==> config.mk <==
export PLATFORM = sky130hd
export DESIGN_NAME = seg7_scan_driver
export DESIGN_NICKNAME = d
export VERILOG_FILES = /design/src/rtl/seg7_scan_driver.sv
export SDC_FILE = /design/constraint.sdc
export NUM_CORES = 1
export LEC_CHECK = 0
export ABC_AREA = 0
export CAP_MARGIN = 20
export CORE_AREA = 2 2 85 87
export DETAILED_ROUTE_END_ITERATION = 10
export DIE_AREA = 0 0 87 89
export PLACE_DENSITY = 0.56
export SLEW_MARGIN = 10
export SYNTH_ARGS = -nofsm -noshare
export SYNTH_HDL_FRONTEND = slang
export SYNTH_SLANG_ARGS = --single-unit
==> constraint.sdc <==
create_clock -name clk -period 6.2 [get_ports clk]
set_clock_uncertainty 0.1 [all_clocks]
set_input_delay 0.93 -clock clk [delete_from_list [all_inputs] [get_ports clk]]
set_output_delay 0.93 -clock clk [all_outputs]
set_load 0.01 [all_outputs]
==> src/rtl/seg7_scan_driver.sv <==
// seg7_scan_driver: time-multiplexed hex decoder/driver for an N-digit common-anode 7-segment display.
// Latency: an/a2g/dp are registered and lag the scan counters by one cycle; data/digit_en/dp_in sampled live.
// Backpressure: none, free-running scan. Optional macro LEADING_ZERO_BLANK_EN suppresses leading-zero glyphs.
module seg7_scan_driver #(
    parameter int NUM_DIGITS   = 8,
    parameter int DIGIT_CYCLES = 100000,
    parameter int BLANK_CYCLES = 16
) (
    input  logic                    clk,
    input  logic                    reset,
    input  logic [4*NUM_DIGITS-1:0] data,
    input  logic [NUM_DIGITS-1:0]   digit_en,
    input  logic [NUM_DIGITS-1:0]   dp_in,
    output logic [NUM_DIGITS-1:0]   an,
    output logic [6:0]              a2g,
    output logic                    dp
);

    localparam int TW = (DIGIT_CYCLES > 1) ? $clog2(DIGIT_CYCLES) : 1;
    localparam int IW = (NUM_DIGITS > 1) ? $clog2(NUM_DIGITS) : 1;

    generate
        if (NUM_DIGITS < 1 || NUM_DIGITS > 8) begin : g_bad_digits
            $error("seg7_scan_driver: NUM_DIGITS must be in 1..8");
        end
        if (BLANK_CYCLES < 0 || DIGIT_CYCLES <= BLANK_CYCLES) begin : g_bad_cycles
            $error("seg7_scan_driver: need 0 <= BLANK_CYCLES < DIGIT_CYCLES");
        end
    endgenerate

    logic [TW-1:0]         tick_cnt;
    logic [IW-1:0]         idx;
    logic                  tick_wrap;
    logic                  in_blank;
    logic [3:0]            nibble;
    logic                  suppress;
    logic [NUM_DIGITS-1:0] an_nxt;
    logic [6:0]            seg_nxt;
    logic                  dp_nxt;

    function automatic logic [6:0] hex_glyph(input logic [3:0] v);
        case (v)
            4'h0:    hex_glyph = 7'b0000001;
            4'h1:    hex_glyph = 7'b1001111;
            4'h2:    hex_glyph = 7'b0010010;
            4'h3:    hex_glyph = 7'b0000110;
            4'h4:    hex_glyph = 7'b1001100;
            4'h5:    hex_glyph = 7'b0100100;
            4'h6:    hex_glyph = 7'b0100000;
            4'h7:    hex_glyph = 7'b0001111;
            4'h8:    hex_glyph = 7'b0000000;
            4'h9:    hex_glyph = 7'b0000100;
            4'hA:    hex_glyph = 7'b0001000;
            4'hB:    hex_glyph = 7'b1100000;
            4'hC:    hex_glyph = 7'b0110001;
            4'hD:    hex_glyph = 7'b1000010;
            4'hE:    hex_glyph = 7'b0110000;
            default: hex_glyph = 7'b0111000;
        endcase
    endfunction

    assign tick_wrap = (tick_cnt == TW'(DIGIT_CYCLES - 1));
    assign nibble    = data[4*int'(idx) +: 4];

    // A zero-length gap must never blank, so skip the compare entirely.
    generate
        if (BLANK_CYCLES == 0) begin : g_no_blank
            assign in_blank = 1'b0;
        end else begin : g_blank
            assign in_blank = (tick_cnt < TW'(BLANK_CYCLES));
        end
    endgenerate

`ifdef LEADING_ZERO_BLANK_EN
    logic [NUM_DIGITS-1:0] upper_zero;

    // upper_zero[i]: nibble i and every more-significant nibble are zero.
    always_comb begin
        upper_zero = '0;
        for (int i = 0; i < NUM_DIGITS; i++) begin
            upper_zero[i] = ((data >> (4*i)) == '0);
        end
    end

    // Digit 0 always shows its glyph so a zero value still reads "0".
    assign suppress = (idx != '0) && upper_zero[idx];
`else
    assign suppress = 1'b0;
`endif

    // Scan counters: tick within the slot, then advance to the next digit on slot wrap.
    always_ff @(posedge clk) begin
        if (reset) begin
            tick_cnt <= '0;
            idx      <= '0;
        end else if (tick_wrap) begin
            tick_cnt <= '0;
            idx      <= (idx == IW'(NUM_DIGITS - 1)) ? '0 : idx + 1'b1;
        end else begin
            tick_cnt <= tick_cnt + 1'b1;
        end
    end

    // Decode the current slot; a disabled digit looks exactly like the blank gap.
    always_comb begin
        an_nxt  = '1;
        seg_nxt = 7'b1111111;
        dp_nxt  = 1'b1;
        if (!in_blank && digit_en[idx]) begin
            an_nxt  = ~(NUM_DIGITS'(1) << idx);
            seg_nxt = suppress ? 7'b1111111 : hex_glyph(nibble);
            dp_nxt  = ~dp_in[idx];
        end
    end

    // Register the pin drive so the display sees glitch-free outputs.
    always_ff @(posedge clk) begin
        if (reset) begin
            an  <= '1;
            a2g <= 7'b1111111;
            dp  <= 1'b1;
        end else begin
            an  <= an_nxt;
            a2g <= seg_nxt;
            dp  <= dp_nxt;
        end
    end

endmodule
==> reports/metrics.yaml, run 1 <==
run_status:
  status: "completed"
yosys:
  postSynthAreaPerCell_um2: 10.4
  synth_top_cell_area_share_pct: 35.3
  seq_area_frac_synth_pct: 35.3
  synth_top_cell_by_area: "dfxtp_1"
  async_reset_ff_share_pct: 0
  ys_top_cells_by_area: "dfxtp_1 35%, mux4_1 9.0%, ha_1 8.0%, mux4_2 5.5%, nor2_1 5.3%"
  syn_area_um2: 2040
  ys.flop_type: "dfxtp_1"
  ys_types: 43
  synth.top_cells.by_count: "36 x dfxtp_1, 29 x nor2_1, 19 x nand2_1"
  yosys_warnings: 0
  yosys.cell_count.top_type: "dfxtp_1"
  ys_ff_latch: 36
  synth-edff-count: 0
  synth_nets: 260
  syn_inst: 197
routing:
  vias: 1620
  ant_nets: 0
  viasPerCell: 4.75
  drc: 0
  post_drt_wl_per_cell_um: 13.5
  drtPass1Iterations: 6
  totalWireLength_um: 4610
  dr.first_iter.drc_count: 87
cts:
  post_cts_resized: 0
  cts_buffer_depth: 2
  htree_levels: 2
  postCtsHoldBufs: 0
  postCtsSetupBuffers: 0
  numCtsBuffers: 5
  cts.sinks: 36
  clk_latency_ps: 280
  cts_tree: "built"
  path_clk_slew_ps: 80
  ctsRootBufferMaster: "clkbuf_8"
sta:
  holdWs_ps: 359
  worst_pin_slew_ps: 894
  slew_viol_final: 0
  setup_viol: 0
  period_minus_slack_ps: 2800
  slew-limit-headroom_pct: 40.3
  tns_ps: 0
  hold_viol_final: 0
  period_share_pct: 45.1
  rsz0062_at_grt: "false"
  fmaxAchievable_mhz: 357
power:
  ir_drop_uv: 65.7
  switching_power_mw: 0.103
  combPwrFrac_pct: 12.6
  pwr-share-clk_pct: 37.0
  powerDensity_nw_per_um2: 166
  seq_power_share_pct: 50.4
  power_leakage_nw: 1.03
  intPower_mw: 0.361
  swShare_pct: 22.2
global_route:
  grt_usage_pct: 11.8
  grt_max_degree: 18
  grt_pass1_wl_um: 7040
  antenna_found_initial: 0
  grt_pass1_vias: 1487
  grt_overflow: 0
final_layout:
  drive_gt1_share_pct: 9.20
  final_cells: 341
  antennaDiodeCount: 0
  synthToLayoutAreaGrowth_pct: 36.9
  fin_util_pct: 41.6
  fin_nets: 323
die:
  die_h_um: 89
  row_count: 30
  die_w_um: 87
  core_area_um2: 6720
  start_util_pct: 30.4
  ios: 66
  die_area_um2: 7740
worst_setup_path:
  path_class: "flip-flop to flip-flop"
  worstSetupEndpointType: "flip-flop"
  rr_worst_depth: 7
  critPathLaunchType: "flip-flop"
  cp.arrival_ps: 2840
  crit_path_max_fanout: 17
  required_ps: 6240
place:
  dp_cells: 333
  place_congestion: 0.808
  hpwl_um: 3550
  port-buffer-count: 65
hold_path:
  hold_path.class: "flip-flop to flip-flop"
  min_delay_path_depth: 1
run:
  max_cap_viol_count: 0
==> flip-flops by register name (all words and copies together) (netlist names) <==
signal,flops
a2g,7
dp,1
an,8
tick_cnt,17
idx,3
==> per-stage QoR <==
stage / cell area (um2) / power (mW) / setup slack, ps
after global routing: 2800 / 0.486 / 3200
after floorplan: 2040 / 0.265 / 3660
after CTS: 2800 / 0.472 / 3370
after global placement: 2710 / 0.297 / 3150
after detailed placement: 2710 / 0.298 / 3120
final: 2800 / 0.464 / 3400
==> power by group through the flow <==
stage / Clock, mW / Sequential [mW] / Combinational [mW]
after floorplan: 0 / 0.239 / 0.0256
after global placement: 0 / 0.239 / 0.0580
after detailed placement: 0 / 0.240 / 0.0587
after CTS: 0.179 / 0.234 / 0.0590
after global routing: 0.188 / 0.234 / 0.0634
final: 0.172 / 0.234 / 0.0585
==> cell usage in the layout, fill, tap and decap left out, drive strengths merged, types with 4 or more instances in the layout <==
cell	instances
mux4	12
xor2	7
a21oi	4
clkdlybuf4s50	65
clkbuf	6
dfxtp	36
nor2	30
xnor2	8
ha	13
nand4	5
mux2i	4
nand3	11
inv	7
nand2	20
==> per-layer routing <==
layer / global-route usage (%) / vias to the layer above / wire length (um)
li1: - / 818 / -
met1: 15.9 / 753 / 2160
met2: 18.0 / 45 / 2170
met3: 2.59 / 4 / 202
met4: 5.11 / 0 / 74
met5: 0 / - / 0
==> path summary, 6_finish.rpt <==
kind                                from                     end  slack [ps]
setup / recovery     idx[0]$_SDFFE_PP0N_       a2g[3]$_SDFF_PP1_        3400
setup reg to reg     idx[0]$_SDFFE_PP0N_       a2g[3]$_SDFF_PP1_        3400
hold reg to reg   tick_cnt[0]$_SDFF_PP0_  tick_cnt[0]$_SDFF_PP0_         360
hold / removal    tick_cnt[0]$_SDFF_PP0_  tick_cnt[0]$_SDFF_PP0_         360
==> area by class of cell <==
class | count | area (um2)
flip-flops and latches | 36 | 721
well taps | 80 | 100
clock buffers | 6 | 82.6
repair buffers | 65 | 651
clock inverters | 2 | 10.0
inverters | 8 | 35.0
fillers | 652 | 3920
multi-input cells | 144 | 1200
==> worst max-delay path, cell delays in order, from the launching register on <==
cell	delay, ps
dfxtp_1	910
mux4_1	650
nand2_1	90
nand2_1	160
ha_1	290
mux2_1	300
nor2_1	90
o21ai_1	70
==> kinds of logic after synthesis <==
logic type	count (synthesis)	synth area share [%]
AO/OA/AOI/OAI	14	5.02
AND/OR/NAND/NOR	83	19.7
multiplexers	19	19.5
adder cells (fa/ha/maj)	13	7.96
XOR/XNOR	15	6.43
flip-flops	36	35.3
buffers and inverters	17	6.06
No activity file was read; power rests on OpenSTA's default activity.
==> run 2, diff against run 1 <==
- PLACE_DENSITY: 0.56 -> 0.58
- clock period: 6.2 -> 2.4 ns (I/O delays scaled with it)
==> run 2 against run 1 <==
Compared with the run above: register-to-register slack got worse by 3200 ps; cell count increased by 4.7%; utilization increased by 2.0 points; fmax increased by 24%; wire length decreased by 1.2%; worst setup slack got worse by 3200 ps; largest cell class unchanged.
==> reports/metrics.yaml, run 2 (synthesized netlist as in run 1, its figures left out) <==
place:
  hpwl_um: 3720  # +5.0%
  port-buffer-count: 65  # unchanged
  place_congestion: 0.792  # -2.0%
  dp_cells: 349  # +4.8%
power:
  switching_power_mw: 0.288  # +180%
  pwr-share-clk_pct: 36.2  # -0.8 points
  powerDensity_nw_per_um2: 412  # +150%
  p_total_mw: 1.21  # +160%
  intPower_mw: 0.920  # +150%
  seq_power_share_pct: 50.1  # -0.3 points
  swShare_pct: 23.8  # +1.6 points
  combPwrFrac_pct: 13.7  # +1.1 points
  ir_drop_uv: 185  # +180%
  power_leakage_nw: 1.10  # +6.9%
die:
  die_area_um2: 7740  # unchanged
  ios: 66  # unchanged
  core_area_um2: 6720  # unchanged
  die_w_um: 87  # unchanged
  start_util_pct: 30.4  # unchanged
  die_h_um: 89  # unchanged
  row_count: 30  # unchanged
final_layout:
  drive_gt1_share_pct: 15.2  # +6.0 points
  layout_commonest_cell: "clkdlybuf4s50_1"
  largest_reg_flops: 17  # unchanged
  fin_nets: 339  # +5.0%
  antennaDiodeCount: 0  # unchanged
  fin_util_pct: 43.6  # +2.0 points
  reg_top3: "tick_cnt (17), an (8), a2g (7)"
  top_register: "tick_cnt"
  layout_common_cells: "65 x clkdlybuf4s50_1, 36 x dfxtp_1, 29 x nor2_1"
  final_cells: 357  # +4.7%
  synthToLayoutAreaGrowth_pct: 43.5
global_route:
  grt_pass1_vias: 1605  # +7.9%
  grt_usage_pct: 12.1  # +0.38 points
  grt_pass1_wl_um: 7470  # +6.1%
  antenna_found_initial: 0  # unchanged
  grt_max_degree: 17  # -1
  grt_overflow: 0  # unchanged
sta:
  period_share_pct: 93.7  # +49 points
  hold_viol_final: 0  # unchanged
  fmaxAchievable_mhz: 445  # +24%
  period_minus_slack_ps: 2250  # -550 ps
  setup_viol: 0  # unchanged
  slew-limit-headroom_pct: 52.2  # +12 points
  slew_viol_final: 0  # unchanged
  rsz0062_at_grt: "false"
  worst_pin_slew_ps: 713  # -180 ps
cts:
  postCtsHoldBufs: 0  # unchanged
  htree_levels: 2  # unchanged
  clk_latency_ps: 290  # about the same
  postCtsSetupBuffers: 0  # unchanged
  cts.sinks: 36  # unchanged
  cts_buffer_depth: 2  # unchanged
  cts_tree: "built"
  path_clk_slew_ps: 80  # about the same
  ctsRootBufferMaster: "clkbuf_8"
  numCtsBuffers: 5  # unchanged
worst_setup_path:
  crit_path_max_incr_delay_ps: 490  # -420 ps
  path_cells: "buf_12, mux4_2, mux2_4, ha_1, mux2_1, nor2_1, o21ai_1"
  worstSetupEndpointType: "flip-flop"
  crit_path_max_fanout: 12  # -5
  critPathLaunchType: "flip-flop"
  critPathBufInv: 1  # +1
  slowest_stage: "mux4_2"
  cp.arrival_ps: 2290  # -550 ps
  crit_family: "multiplexers"
  path_class: "flip-flop to flip-flop"
  required_ps: 2440  # -3800 ps
run_status:
  status: "completed"
hold_path:
  hold_path.class: "flip-flop to flip-flop"
routing:
  drtPass1Iterations: 5  # -1
  totalWireLength_um: 4550  # -1.2%
  dr.first_iter.drc_count: 58  # -33%
  viasPerCell: 4.62  # -2.7%
  vias: 1650  # +1.9%
  drc: 0  # unchanged
  ant_nets: 0  # unchanged
  post_drt_wl_per_cell_um: 12.8  # -5.6%
run:
  max_cap_viol_count: 0  # unchanged
run 2: cell count changes in the layout (fill, tap and decap cells not counted), sizes merged:
| cell | delta |
|---|---|
| buf | +16 |
| clkbuf | -1 |
| clkinv | -1 |
| clkinvlp | +2 |
run 2: final timing paths:
kind	start	to	slack, ps	depth (start not counted)
setup / recovery	idx[0]$_SDFFE_PP0N_	a2g[3]$_SDFF_PP1_	150	7
hold / removal	tick_cnt[0]$_SDFF_PP0_	tick_cnt[0]$_SDFF_PP0_	360	1
setup reg to reg	idx[0]$_SDFFE_PP0N_	a2g[3]$_SDFF_PP1_	150	7
hold reg to reg	tick_cnt[0]$_SDFF_PP0_	tick_cnt[0]$_SDFF_PP0_	360	1
run 2: repair_timing:
| action | in CTS | in global routing |
|---|---|---|
| endpoints found under the setup margin | 0 | 3 |
| resized for setup | 0 | 2 |
| hold endpoints to repair | 0 | 0 |
run 2: layer usage:
metal / wire, um / part of all wire, % / track usage, %
met5: 0 / 0 / 0
met4: 57 / 1.3 / 3.84
met3: 147 / 3.2 / 2.31
met2: 2190 / 48 / 19.0
met1: 2160 / 47 / 16.9
run 2: per-stage QoR:
step	setup slack [ps]	hold slack [ps]	setup TNS [ps]	instance area [um2]
floorplan	134	318	0	2040
global placement	-20.1	330	-55.6	2840
detailed placement	-59.8	359	-112	2840
CTS	128	372	0	2930
global route	30.4	387	0	2930
finish	152	359	0	2930
run 2: area by class of cell:
cell class / count / area, um2
sequential: 36 / 721
timing repair buffer: 81 / 783
inverter: 8 / 35.0
clock inverter: 3 / 23.8
tap: 80 / 100
clock buffer: 5 / 68.8
fill: 637 / 3790
multi-input combinational: 144 / 1200
run 2: power groups by stage:
stage / clock [mW] / sequential (mW) / combinational (mW)
after detailed placement: 0 / 0.619 / 0.166
after floorplan: 0 / 0.618 / 0.0661
after CTS: 0.453 / 0.605 / 0.166
final: 0.437 / 0.605 / 0.166
after global routing: 0.478 / 0.606 / 0.180
after global placement: 0 / 0.618 / 0.163
